===== src/rtl/msrv32_pkg.sv =====
// Shared constants for the msrv32 core.
package msrv32_pkg;

    localparam int XLEN       = 32;
    localparam int REG_ADDR_W = 5;
    localparam int NREGS      = 32;

endpackage


===== src/rtl/msrv32_integer_file.sv =====
// Integer register file: x1..x31 stored, x0 hardwired to zero, two async reads.
// Define MSRV32_RF_BYPASS_EN to forward same-cycle write data to the read ports.
import msrv32_pkg::*;

module msrv32_integer_file #(
    parameter int XLEN  = msrv32_pkg::XLEN,
    parameter int NREGS = msrv32_pkg::NREGS
) (
    input  logic                  ms_riscv32_mp_clk_in,
    input  logic                  ms_riscv32_mp_rst_in,
    input  logic [REG_ADDR_W-1:0] rs_1_addr_in,
    input  logic [REG_ADDR_W-1:0] rs_2_addr_in,
    input  logic [REG_ADDR_W-1:0] rd_addr_in,
    input  logic                  wr_en_in,
    input  logic [XLEN-1:0]       rd_in,
    output logic [XLEN-1:0]       rs_1_out,
    output logic [XLEN-1:0]       rs_2_out
);

    logic [XLEN-1:0] regs_q [1:NREGS-1];
    logic [XLEN-1:0] regs_d [1:NREGS-1];
    logic            wr_live;

    assign wr_live = wr_en_in && (rd_addr_in != '0);

    always_comb begin
        regs_d = regs_q;
        if (wr_live) begin
            regs_d[rd_addr_in] = rd_in;
        end
    end

    always_ff @(posedge ms_riscv32_mp_clk_in) begin
        if (ms_riscv32_mp_rst_in) begin
            regs_q <= '{default: '0};
        end else begin
            regs_q <= regs_d;
        end
    end

    always_comb begin
        rs_1_out = '0;
        if (rs_1_addr_in != '0) begin
            rs_1_out = regs_q[rs_1_addr_in];
        end
`ifdef MSRV32_RF_BYPASS_EN
        if (!ms_riscv32_mp_rst_in && wr_live && (rs_1_addr_in == rd_addr_in)) begin
            rs_1_out = rd_in;
        end
`endif
    end

    always_comb begin
        rs_2_out = '0;
        if (rs_2_addr_in != '0) begin
            rs_2_out = regs_q[rs_2_addr_in];
        end
`ifdef MSRV32_RF_BYPASS_EN
        if (!ms_riscv32_mp_rst_in && wr_live && (rs_2_addr_in == rd_addr_in)) begin
            rs_2_out = rd_in;
        end
`endif
    end

endmodule


===== config.mk =====
export PLATFORM = sky130hd
export DESIGN_NAME = msrv32_integer_file
export DESIGN_NICKNAME = d
export VERILOG_FILES = /design/src/rtl/msrv32_pkg.sv /design/src/rtl/msrv32_integer_file.sv
export SDC_FILE = /design/constraint.sdc
export NUM_CORES = 2
export LEC_CHECK = 0
export BUFFER_PORTS_ARGS = -buffer_cell sky130_fd_sc_hd__buf_2
export CAP_MARGIN = 20
export CORE_MARGIN = 10
export CORE_UTILIZATION = 51
export DETAILED_ROUTE_END_ITERATION = 10
export PLACE_DENSITY = 0.67
export SYNTH_ARGS = -nofsm -noshare
export SYNTH_HDL_FRONTEND = slang
export SYNTH_SLANG_ARGS = --single-unit

===== constraint.sdc =====
create_clock -name ms_riscv32_mp_clk_in -period 5.7 [get_ports ms_riscv32_mp_clk_in]
set_input_delay 1.71 -clock ms_riscv32_mp_clk_in [delete_from_list [all_inputs] [get_ports ms_riscv32_mp_clk_in]]
set_output_delay 1.71 -clock ms_riscv32_mp_clk_in [all_outputs]
set_load 0.05 [all_outputs]

==> results.yml <==
route:
  routed_wl_mm: 205
  ant_nets: 0
  vias: 47700
  dr.pass1.iters: 10
  drtIter0Drc: 8337
  avgViaCountPerCell: 6.71
  drc_errors: 0
  route.detailed.wl_per_inst_um: 28.8
cts:
  htree_levels: 3
  cts_tree: "done"
  clk_latency_ns: 0.70
  root_buffer: "clkbuf_16"
  post_cts_buffers: 0
  path_clk_slew_ns: 0.06
  cts_buffers: 108
  clk_path_buf_depth: 3
  cts.sinks: 992
sta:
  setup_viol: 0
  timing.slew.headroom: 0.237
  finalCriticalPeriod_ns: 5.65
  timing.fmax_mhz: 177
  fin_crit_sh: 0.991
  tightest_slew_ns: 1.14
  slew_violations: 0
  hold_viol: 0
  skew_ns: 0
  rsz0062_at_grt: "false"
finish:
  final_util: 0.584
  multi_input_area_mm2: 0.0278
  fin_nets: 5793
  top_register: "regs_q"
  drive_gt1_frac: 0.174
  area_growth_syn_to_layout_pct: 13.2
  reg.largest.list: "regs_q: 992 flops"
  fill_cells: 8279
  largest_reg_flops: 992
  regArea_mm2: 0.0199
worst_hold_path:
  min_path_type: "flop to flop"
yosys:
  netlist.area_leader.share: 0.396
  synth_edf_count: 0
  ys_top_cells_by_area: "dfxtp_1 40%, nand2_1 15%, mux4_2 15%"
  synth-simple-area-share: 0.183
  synth_compound_area_frac: 0.143
  synth_nets: 5946
  synth_ff_type: "dfxtp_1"
  yosys_warnings: 0
  synth-seq-cells: 992
  avgSynthCellArea_um2: 8.50
  yosys.area_share.adder: 0
  synth_cells: 5896
  synthArstFlopShare: 0
  synthDistinctLibCells: 38
  synth_area_mm2: 0.0501
  synth_area_leader_cell: "dfxtp_1"
  synth-seq-area-share: 0.396
  synth_xor_area_frac: 0
  synth_mux_area_frac: 0.223
  synth_top_family_by_area: "multiplexers"
critical_path:
  cp.arrival_ns: 3.94
  cp_cell_sequence: "clkbuf_8, buf_12, buf_4, mux2i_1, o22ai_1, a2111oi_0, nor3_1, buf_4, buf_12"
  cp_slowest_cell: "a2111oi_0"
  startpoint_type: "primary input"
  critPathMaxStageDelay_ns: 0.68
  end_kind: "primary output"
  worstPathRequired_ns: 3.99
  crit_fanout: 12
  worstSetupPathType: "primary input to primary output"
floorplanning:
  core_mm2: 0.0971
  rows: 114
  ios: 114
  start_util: 0.516
  die_y_um: 334
  dieArea_mm2: 0.111
  die_w_um: 334
global_route:
  first_global_vias: 44600
  grt_pass1_wl_mm: 295
  grt_usage: 0.351
  grt_max_degree: 134
  overflow: 0
  antenna_found_initial: 15
power:
  p_total_mw: 16.3
  power_density_mw_per_mm2: 287
  p_leak_nw: 19.0
  ir_drop_uv: 248
placement:
  dp_hpwl_mm: 125
  io_buffers: 113
  routabilityCongestion: 0.946
run:
  maxCapViolations: 0
outcome:
  status: "complete, no violations"
[what timing repair did]
action	in CTS	in global routing
endpoints found under the setup margin	1	1
endpoints found under the hold margin	0	0
gates resized for setup	1	1
hold buffers	0	0
[per-layer routing]
layer / wire length [um] / track usage
met1: 75500 / 0.463
met3: 31300 / 0.116
met5: 69 / 0
met2: 85000 / 0.497
met4: 13100 / 0.204
[synth_stat cells (2+ instances only)]
cell type     n
or3b_2        3
nor2b_1       4
or3_1        25
a221oi_1     32
a22oi_1     128
o22ai_1      96
buf_4        55
a2111oi_0    32
nand4_1      25
buf_1         2
and3b_1       5
and2_1        3
and3_1        3
buf_2       167
nand2_1    2030
nand3_1      49
or2_2         2
nand2b_1      5
nand3b_1      6
nor2_2       10
and2_0        2
nor2_1       81
mux2i_1     280
nor3_1       40
dfxtp_1     992
nor2_4        6
nor3b_1       4
buf_6        15
nand4b_1      7
a21oi_1    1006
mux2_2       96
mux4_2      324
clkbuf_1    356
[per-stage QoR]
| step | setup TNS [ns] | cells | instance area, um2 | hold slack, ns | setup slack (ns) |
|---|---|---|---|---|---|
| final | 0 | 7114 | 56800 | 0.464 | 0.0492 |
| after global routing | 0 | 7114 | 56800 | 0.486 | 0.0344 |
| after CTS | 0 | 7109 | 56700 | 0.466 | 0.00492 |
| after detailed placement | -0.0863 | 6907 | 52900 | 0.458 | -0.0863 |
| after global placement | -0.121 | 6903 | 52800 | 0.451 | -0.121 |
| after floorplan | 0 | 5896 | 50100 | 0.443 | 0.182 |
[kinds of logic after synthesis]
group                  Yosys count
buffers and inverters          596
muxes                          700
AOI/OAI and AO/OA             1294
and+or+nand+nor               2314
DFF                            992
[placed cells by master, fill, tap and decap left out, types with 20 or more instances in the layout]
cell and instances:
mux4_2 324, buf_2 61, clkbuf_8 25, buf_4 166
nand4_1 25, buf_12 94, clkinv_2 20, nor2_1 65
clkbuf_16 111, dfxtp_1 992, clkbuf_1 21, a22oi_1 128
nor3_1 40, o22ai_1 96, a21oi_1 1006, nand2_1 1999
nand2_2 32, nand3_1 48, nor2_4 32, a221oi_1 32
mux2_2 96, a2111oi_0 30, or3_1 25, mux2i_1 280
[critical path, delay by kind of cell]
family	cells	cell delay, ns
AOI/OAI and AO/OA	2	0.79
muxes	1	0.25
buffers and inverters	5	0.98
and+or+nand+nor	1	0.20
[power breakdown]
group / internal (mW) / total (mW) / switching, mW
clock network: 4.55 / 7.63 / 3.08
registers: 6.98 / 7.03 / 0.0422
logic: 0.530 / 1.65 / 1.12
[cell type report]
| cell class | count | area share |
|---|---|---|
| repair buffers | 332 | 0.0642 |
| inverters | 1 | 0.0000661 |
| multi-input cells | 4308 | 0.490 |
| flip-flops and latches | 992 | 0.350 |
| clock buffers | 155 | 0.0559 |
| clock inverters | 47 | 0.0116 |
| well taps | 1276 | 0.0281 |
| diodes | 3 | 0.000132 |
[final timing paths]
check	startpoint	endpoint	slack, ns	depth (start not counted)
worst min-delay path	regs_q[241]	regs_q[241]	0.46	2
worst min register to register	regs_q[241]	regs_q[241]	0.46	2
worst max-delay path	rs_2_addr_in[1]	rs_2_out[3]	0.05	9
worst max register to register	regs_q[265]	regs_q[265]	4.97	2
(Power assumes the default switching activity.)
